==> src/rtl/sky_writeback_arbiter_if.sv <==
// Bundle of pipeline, late-result and register-file signals around the writeback arbiter.
// master = producer/consumer side (pipeline, long-latency units, RF); slave = the arbiter.
interface sky_writeback_arbiter_if #(
    parameter int XLEN       = 32,
    parameter int REG_ADDR_W = 4,
    parameter int LATE_DEPTH = 4
);
    localparam int CNT_W = $clog2(LATE_DEPTH + 1);

    logic [XLEN-1:0]       result_in;
    logic [XLEN-1:0]       mem_data;
    logic [1:0]            mem_size;
    logic                  mem_unsigned;
    logic [1:0]            mem_offset;
    logic [REG_ADDR_W-1:0] wb_rd_addr;
    logic                  wb_reg_write;
    logic                  wb_from_mem;
    logic                  late_valid;
    logic                  late_ready;
    logic [REG_ADDR_W-1:0] late_rd_addr;
    logic [XLEN-1:0]       late_data;
    logic                  rf_write_enable;
    logic [REG_ADDR_W-1:0] rf_write_addr;
    logic [XLEN-1:0]       rf_write_data;
    logic [CNT_W-1:0]      late_count;
    logic                  late_pending;

    modport master (
        output result_in, mem_data, mem_size, mem_unsigned, mem_offset,
               wb_rd_addr, wb_reg_write, wb_from_mem,
               late_valid, late_rd_addr, late_data,
        input  late_ready, rf_write_enable, rf_write_addr, rf_write_data,
               late_count, late_pending
    );

    modport slave (
        input  result_in, mem_data, mem_size, mem_unsigned, mem_offset,
               wb_rd_addr, wb_reg_write, wb_from_mem,
               late_valid, late_rd_addr, late_data,
        output late_ready, rf_write_enable, rf_write_addr, rf_write_data,
               late_count, late_pending
    );
endinterface

==> src/rtl/sky_writeback_arbiter.sv <==
// Writeback arbiter: pipeline results own the RF port; late results queue in a FIFO and drain when idle.
// Optional macro SKY_WB_LOAD_ALIGN_EN enables byte/half load extraction with sign/zero extension.
module sky_writeback_arbiter #(
    parameter int XLEN       = 32,
    parameter int REG_ADDR_W = 4,
    parameter int LATE_DEPTH = 4
) (
    input  logic                     clk,
    input  logic                     rst_n,
    sky_writeback_arbiter_if.slave   wb
);
    localparam int PTR_W = $clog2(LATE_DEPTH);
    localparam int CNT_W = $clog2(LATE_DEPTH + 1);

    logic [LATE_DEPTH-1:0] fifo_live;
    logic [REG_ADDR_W-1:0] fifo_rd   [LATE_DEPTH];
    logic [XLEN-1:0]       fifo_data [LATE_DEPTH];
    logic [PTR_W-1:0]      wr_ptr, rd_ptr;
    logic [CNT_W-1:0]      count, count_next;
    logic                  full, push, pop, pending_q;
    logic [XLEN-1:0]       load_data;

    always_comb begin
        load_data = wb.mem_data;
`ifdef SKY_WB_LOAD_ALIGN_EN
        case (wb.mem_size)
            2'b00: load_data = {{(XLEN-8){~wb.mem_unsigned & wb.mem_data[{wb.mem_offset, 3'b111}]}},
                                wb.mem_data[{wb.mem_offset, 3'b000} +: 8]};
            2'b01: load_data = {{(XLEN-16){~wb.mem_unsigned & wb.mem_data[{wb.mem_offset[1], 4'b1111}]}},
                                wb.mem_data[{wb.mem_offset[1], 4'b0000} +: 16]};
            default: load_data = wb.mem_data;
        endcase
`endif
    end

`ifndef SKY_WB_LOAD_ALIGN_EN
    logic unused_load_ctrl;
    assign unused_load_ctrl = ^{wb.mem_size, wb.mem_unsigned, wb.mem_offset};
`endif

    // A full FIFO refuses pushes even while popping, so there is never a pass-through path.
    assign full  = (count == CNT_W'(LATE_DEPTH));
    assign push  = wb.late_valid && !full;
    assign pop   = !wb.wb_reg_write && (count != '0);

    always_comb begin
        count_next = count;
        case ({push, pop})
            2'b10:   count_next = count + 1'b1;
            2'b01:   count_next = count - 1'b1;
            default: count_next = count;
        endcase
    end

    assign wb.late_ready   = !full;
    assign wb.late_count   = count;
    assign wb.late_pending = pending_q;

    always_ff @(posedge clk) begin
        if (push) begin
            fifo_rd[wr_ptr]   <= wb.late_rd_addr;
            fifo_data[wr_ptr] <= wb.late_data;
        end
    end

    always_ff @(posedge clk or negedge rst_n) begin
        if (!rst_n) begin
            fifo_live          <= '0;
            wr_ptr             <= '0;
            rd_ptr             <= '0;
            count              <= '0;
            pending_q          <= 1'b0;
            wb.rf_write_enable <= 1'b0;
            wb.rf_write_addr   <= '0;
            wb.rf_write_data   <= '0;
        end else begin
            // A younger pipeline write makes any queued result for the same register stale.
            for (int i = 0; i < LATE_DEPTH; i++) begin
                if (wb.wb_reg_write && fifo_rd[i] == wb.wb_rd_addr)
                    fifo_live[i] <= 1'b0;
            end
            if (push) begin
                fifo_live[wr_ptr] <= !(wb.wb_reg_write && wb.late_rd_addr == wb.wb_rd_addr);
                wr_ptr            <= wr_ptr + 1'b1;
            end
            if (pop)
                rd_ptr <= rd_ptr + 1'b1;
            count     <= count_next;
            pending_q <= (count_next != '0);

            if (wb.wb_reg_write) begin
                wb.rf_write_enable <= 1'b1;
                wb.rf_write_addr   <= wb.wb_rd_addr;
                wb.rf_write_data   <= wb.wb_from_mem ? load_data : wb.result_in;
            end else if (pop && fifo_live[rd_ptr]) begin
                wb.rf_write_enable <= 1'b1;
                wb.rf_write_addr   <= fifo_rd[rd_ptr];
                wb.rf_write_data   <= fifo_data[rd_ptr];
            end else begin
                wb.rf_write_enable <= 1'b0;
            end
        end
    end
endmodule

==> src/flat_wrapper.sv <==
// flat-port wrapper written by rule: the top's interface ports become plain ports
module sky_writeback_arbiter_flat 
#(
    parameter int XLEN       = 32,
    parameter int REG_ADDR_W = 4,
    parameter int LATE_DEPTH = 4
)
  (clk, rst_n, wb_result_in, wb_mem_data, wb_mem_size, wb_mem_unsigned, wb_mem_offset, wb_wb_rd_addr, wb_wb_reg_write, wb_wb_from_mem, wb_late_valid, wb_late_rd_addr, wb_late_data, wb_late_ready, wb_rf_write_enable, wb_rf_write_addr, wb_rf_write_data, wb_late_count, wb_late_pending);
  sky_writeback_arbiter_if #(.XLEN(XLEN), .REG_ADDR_W(REG_ADDR_W), .LATE_DEPTH(LATE_DEPTH)) wb_i ();
  input  logic clk;
  input  logic rst_n;
  input wire logic [$bits(wb_i.result_in)-1:0] wb_result_in;
  input wire logic [$bits(wb_i.mem_data)-1:0] wb_mem_data;
  input wire logic [$bits(wb_i.mem_size)-1:0] wb_mem_size;
  input wire logic [$bits(wb_i.mem_unsigned)-1:0] wb_mem_unsigned;
  input wire logic [$bits(wb_i.mem_offset)-1:0] wb_mem_offset;
  input wire logic [$bits(wb_i.wb_rd_addr)-1:0] wb_wb_rd_addr;
  input wire logic [$bits(wb_i.wb_reg_write)-1:0] wb_wb_reg_write;
  input wire logic [$bits(wb_i.wb_from_mem)-1:0] wb_wb_from_mem;
  input wire logic [$bits(wb_i.late_valid)-1:0] wb_late_valid;
  input wire logic [$bits(wb_i.late_rd_addr)-1:0] wb_late_rd_addr;
  input wire logic [$bits(wb_i.late_data)-1:0] wb_late_data;
  output wire logic [$bits(wb_i.late_ready)-1:0] wb_late_ready;
  output wire logic [$bits(wb_i.rf_write_enable)-1:0] wb_rf_write_enable;
  output wire logic [$bits(wb_i.rf_write_addr)-1:0] wb_rf_write_addr;
  output wire logic [$bits(wb_i.rf_write_data)-1:0] wb_rf_write_data;
  output wire logic [$bits(wb_i.late_count)-1:0] wb_late_count;
  output wire logic [$bits(wb_i.late_pending)-1:0] wb_late_pending;
  assign wb_i.result_in = wb_result_in;
  assign wb_i.mem_data = wb_mem_data;
  assign wb_i.mem_size = wb_mem_size;
  assign wb_i.mem_unsigned = wb_mem_unsigned;
  assign wb_i.mem_offset = wb_mem_offset;
  assign wb_i.wb_rd_addr = wb_wb_rd_addr;
  assign wb_i.wb_reg_write = wb_wb_reg_write;
  assign wb_i.wb_from_mem = wb_wb_from_mem;
  assign wb_i.late_valid = wb_late_valid;
  assign wb_i.late_rd_addr = wb_late_rd_addr;
  assign wb_i.late_data = wb_late_data;
  assign wb_late_ready = wb_i.late_ready;
  assign wb_rf_write_enable = wb_i.rf_write_enable;
  assign wb_rf_write_addr = wb_i.rf_write_addr;
  assign wb_rf_write_data = wb_i.rf_write_data;
  assign wb_late_count = wb_i.late_count;
  assign wb_late_pending = wb_i.late_pending;
  sky_writeback_arbiter #(.XLEN(XLEN), .REG_ADDR_W(REG_ADDR_W), .LATE_DEPTH(LATE_DEPTH)) u_core (.clk(clk), .rst_n(rst_n), .wb(wb_i));
endmodule
==> config.mk <==
export PLATFORM = sky130hd
export DESIGN_NAME = sky_writeback_arbiter_flat
export DESIGN_NICKNAME = d
export VERILOG_FILES = /design/src/rtl/sky_writeback_arbiter_if.sv /design/src/rtl/sky_writeback_arbiter.sv /design/src/flat_wrapper.sv
export SDC_FILE = /design/constraint.sdc
export NUM_CORES = 1
export LEC_CHECK = 0
export BUFFER_PORTS_ARGS = -buffer_cell sky130_fd_sc_hd__buf_2
export CAP_MARGIN = 25
export CORE_MARGIN = 8
export CORE_UTILIZATION = 25
export DETAILED_ROUTE_END_ITERATION = 8
export PLACE_DENSITY_LB_ADDON = 0.2
export SYNTH_ARGS = -nofsm -noshare
export SYNTH_HDL_FRONTEND = slang
export SYNTH_SLANG_ARGS = --single-unit
==> constraint.sdc <==
create_clock -name clk -period 3.2 [get_ports clk]
set_clock_uncertainty 0.05 [all_clocks]
set_input_delay 0.32 -clock clk [delete_from_list [all_inputs] [get_ports clk]]
set_output_delay 0.32 -clock clk [all_outputs]
set_load 0.005 [all_outputs]
==> impl_table.tex <==
\begin{tabular}{lr}
\hline
Metric & Value \\
\hline
\multicolumn{2}{l}{\textbf{STA}} \\
Final setup violation count & 0 \\
Portion of the clock cycle consumed by the worst path in the final layout & 82.2\% \\
Headroom to the max-slew limit & 38.4\% \\
Transition time at the pin with the least slew margin & 0.923 ns \\
Fin. max-slew vios & 0 \\
Count of endpoints failing hold in the final timing report & 32 \\
Hold WS & -0.0192 ns \\
RSZ-0062 raised after global routing & false \\
Shortest clock period the worst path allows after layout & 2.63 ns \\
Fmax & 380 MHz \\
Fin Setup TNS & 0 ns \\
\multicolumn{2}{l}{\textbf{Synth}} \\
Distinct cell type count after synthesis & 31 \\
Portion of the post-synthesis area used by sequential elements & 67.4\% \\
Flops \& latches, synth & 193 \\
Net Count, Synth & 601 \\
Number of synthesis warnings & 0 \\
Mean Syn Cell Area & 17.1 um2 \\
Post-synthesis cell area & 0.00824 mm2 \\
Syn Inst Count & 481 \\
\multicolumn{2}{l}{\textbf{Global routing}} \\
Total congestion overflow & 0 \\
Antenna violations before repair & 2 \\
Maximum number of pins on one net before global-route repair & 70 \\
First-pass GRT wire length & 32.5 mm \\
Vias in the first global route & 5563 \\
Overall routing resource usage & 11.0\% \\
\multicolumn{2}{l}{\textbf{Die}} \\
Die area & 0.0390 mm2 \\
Height of the chip & 198 um \\
Placeable core area & 0.0325 mm2 \\
Number of core rows & 66 \\
Top-Level Pins & 156 \\
Effective utilization at floorplan & 25.3\% \\
Horizontal extent of the die & 198 um \\
\multicolumn{2}{l}{\textbf{CTS}} \\
Gates resized, CTS repair & 0 \\
Clock Latency Late Sink & 0.43 ns \\
Post-CTS setup buffers & 0 \\
Max Buffers Root-to-Sink & 2 \\
Post-CTS clock slew at the launch and capture registers of the worst setup and hold paths & 0.08 ns \\
Post-CTS Hold Fix Bufs & 0 \\
TritonCTS clock tree & done \\
Number of buffers added by the clock tree synthesis step & 17 \\
Root buf cell & sky130\_fd\_sc\_hd\_\_clkbuf\_16 \\
H-Tree Level Count & 4 \\
Sinks on the clock net & 193 \\
\multicolumn{2}{l}{\textbf{Final layout}} \\
Total area of multi-input combinational cells & 0.00244 mm2 \\
ANT cells & 0 \\
Area growth syn-to-layout & 22.9\% \\
Net count reported at finish & 753 \\
Post-Route Utilization & 31.1\% \\
Final std cell area, no fill & 0.0101 mm2 \\
Total area of sequential cells & 0.00555 mm2 \\
Most common cell after layout, fill and taps aside & sky130\_fd\_sc\_hd\_\_buf\_2 \\
Count of filler cells inserted in the layout & 3285 \\
Post-route insts no fill & 1088 \\
Share of layout cells above drive strength 1 & 37.5\% \\
Most frequent cells in the layout & sky130\_fd\_sc\_hd\_\_buf\_2, sky130\_fd\_sc\_hd\_\_edfxtp\_1, sky130\_fd\_sc\_hd\_\_mux2i\_1 \\
\multicolumn{2}{l}{\textbf{Worst setup path}} \\
Worst Setup End Kind & register \\
Crit path max fanout & 6 \\
Arrival time worst endpoint & 2.89 ns \\
Kind of critical path & reg2reg \\
CP startpoint kind & register \\
Reg2Reg Depth & 9 \\
Worst path required time & 3.45 ns \\
\multicolumn{2}{l}{\textbf{Detailed routing}} \\
Post-DR vias/cell & 4.41 \\
Total wire length & 21.2 mm \\
First drt pass iteration count & 5 \\
1st-iter DRT viols & 223 \\
Detailed-route via count & 4797 \\
Detail Route Antenna Nets & 0 \\
Average wire per standard cell & 19.5 um \\
DR DRC count & 0 \\
\multicolumn{2}{l}{\textbf{Placement}} \\
Number of port buffers & 150 \\
Sum of net half-perimeters after detailed placement & 14.3 mm \\
Inst Count DP & 1056 \\
Placed cell area & 0.00956 mm2 \\
Final GP Congestion & 0.803 \\
\multicolumn{2}{l}{\textbf{Worst hold path}} \\
Worst hold-check path type & in2async \\
\multicolumn{2}{l}{\textbf{Flow run}} \\
Number of maximum-capacitance violations & 0 \\
\multicolumn{2}{l}{\textbf{Power and ir drop}} \\
Cell leakage power & 4.08 nW \\
Power density over the cells & 857 mW/mm2 \\
Maximum resistive drop on vdd & 504 uV \\
Power after layout & 8.68 mW \\
\multicolumn{2}{l}{\textbf{Run status}} \\
Outcome & complete, but fails checks \\
Failing checks & hold timing \\
\hline
\end{tabular}
per-layer routing:
metal  up-vias  GRT usage, %  wire, um
li1       2206             -         -
met1      2440          12.9      8970
met2       128          19.6     10900
met3        19          2.71      1040
met4         4          3.57       252
met5         -             0        21
power breakdown:
part | internal (mW) | total (mW) | switching [mW]
Sequential | 3.42 | 3.74 | 0.313
Clock | 1.10 | 2.09 | 0.991
Combinational | 1.42 | 2.85 | 1.43
Total | 5.94 | 8.68 | 2.73
cell usage after synthesis:
cell	number	area share (%)
sky130_fd_sc_hd__a222oi_1	35	4.3
sky130_fd_sc_hd__nand2b_1	1	0.076
sky130_fd_sc_hd__fa_1	1	0.24
sky130_fd_sc_hd__edfxtp_1	144	52
sky130_fd_sc_hd__mux2_4	29	5.3
sky130_fd_sc_hd__inv_1	15	0.68
sky130_fd_sc_hd__xor2_1	12	1.3
sky130_fd_sc_hd__dfrtp_1	49	15
sky130_fd_sc_hd__nor2b_1	1	0.076
sky130_fd_sc_hd__mux4_1	2	0.64
sky130_fd_sc_hd__clkbuf_1	14	0.64
sky130_fd_sc_hd__and2b_1	1	0.091
sky130_fd_sc_hd__mux2_2	4	0.55
sky130_fd_sc_hd__or3_1	1	0.076
sky130_fd_sc_hd__nor4b_1	3	0.32
sky130_fd_sc_hd__o21ai_0	7	0.43
sky130_fd_sc_hd__nor3_1	1	0.061
sky130_fd_sc_hd__xnor2_1	5	0.53
sky130_fd_sc_hd__nand3_1	4	0.24
sky130_fd_sc_hd__mux4_2	3	0.82
sky130_fd_sc_hd__buf_2	11	0.67
sky130_fd_sc_hd__buf_1	1	0.046
sky130_fd_sc_hd__ha_1	5	0.76
sky130_fd_sc_hd__buf_6	3	0.41
sky130_fd_sc_hd__or3b_2	1	0.11
sky130_fd_sc_hd__o22ai_1	7	0.53
sky130_fd_sc_hd__mux2i_1	101	12
sky130_fd_sc_hd__nor4_1	2	0.15
sky130_fd_sc_hd__nor2_1	3	0.14
sky130_fd_sc_hd__nand2_1	12	0.55
sky130_fd_sc_hd__buf_12	3	0.73
kinds of logic after synthesis:
family,count (synthesis),synth area share [%]
flip-flops,193,67.4
multiplexers,139,19.6
AO/OA/AOI/OAI,49,5.21
buffers and inverters,47,3.17
AND/OR/NAND/NOR,30,1.88
XOR/XNOR,17,1.81
adder cells (fa/ha/maj),6,1.00
through the flow:
stage	setup slack (ns)	hold slack [ns]
final	0.568	-0.0192
after global routing	0.435	0.0180
after CTS	0.565	0.00240
after detailed placement	0.599	0.443
after global placement	0.603	0.436
after floorplan	0.666	-0.0256
worst max-delay path, stage by stage, from the launching register on:
cell                      delay (ns)
sky130_fd_sc_hd__dfrtp_1        0.44
sky130_fd_sc_hd__or3b_2         0.54
sky130_fd_sc_hd__nand2_1        0.16
sky130_fd_sc_hd__ha_1           0.22
sky130_fd_sc_hd__inv_1          0.06
sky130_fd_sc_hd__fa_1           0.37
sky130_fd_sc_hd__xor2_1         0.15
sky130_fd_sc_hd__nor2_1         0.07
sky130_fd_sc_hd__xor2_1         0.15
sky130_fd_sc_hd__or3_1          0.31
sequential cells by signal, indices dropped and copies added, names as in the netlist:
name / cells
u_core.fifo_live: 4
u_core.rd_ptr: 2
u_core.wb.rf_write_enable: 1
u_core.wb.late_count: 3
u_core.wb.rf_write_data: 32
u_core.fifo_data: 128
u_core.wb.late_pending: 1
u_core.wr_ptr: 2
u_core.wb.rf_write_addr: 4
u_core.fifo_rd: 16
final cells by class:
cell class	count	share of cell area [%]
timing repair buffer	165	9.39
inverter	15	0.556
multi-input combinational	241	24.1
clock buffer	17	4.20
clock inverter	15	1.42
tap	442	5.46
sequential	193	54.8
path summary, 6_finish.rpt:
path | from | to | slack (ns)
worst max-delay path | u_core.wb.late_count[0] | u_core.wb.late_pending | 0.57
worst max register to register | u_core.wb.late_count[0] | u_core.wb.late_pending | 0.57
min in group clk | wb_late_data[24] | u_core.fifo_data[0][24] | 0.05
worst min-delay path | rst_n | u_core.wb.rf_write_data[12] | -0.02
worst min register to register | u_core.wb.rf_write_data[15] | u_core.wb.rf_write_data[15] | 0.46
max in group asynchronous | rst_n | u_core.wb.rf_write_data[22] | 2.30
Note: power is estimated with default switching activity, not from simulation.
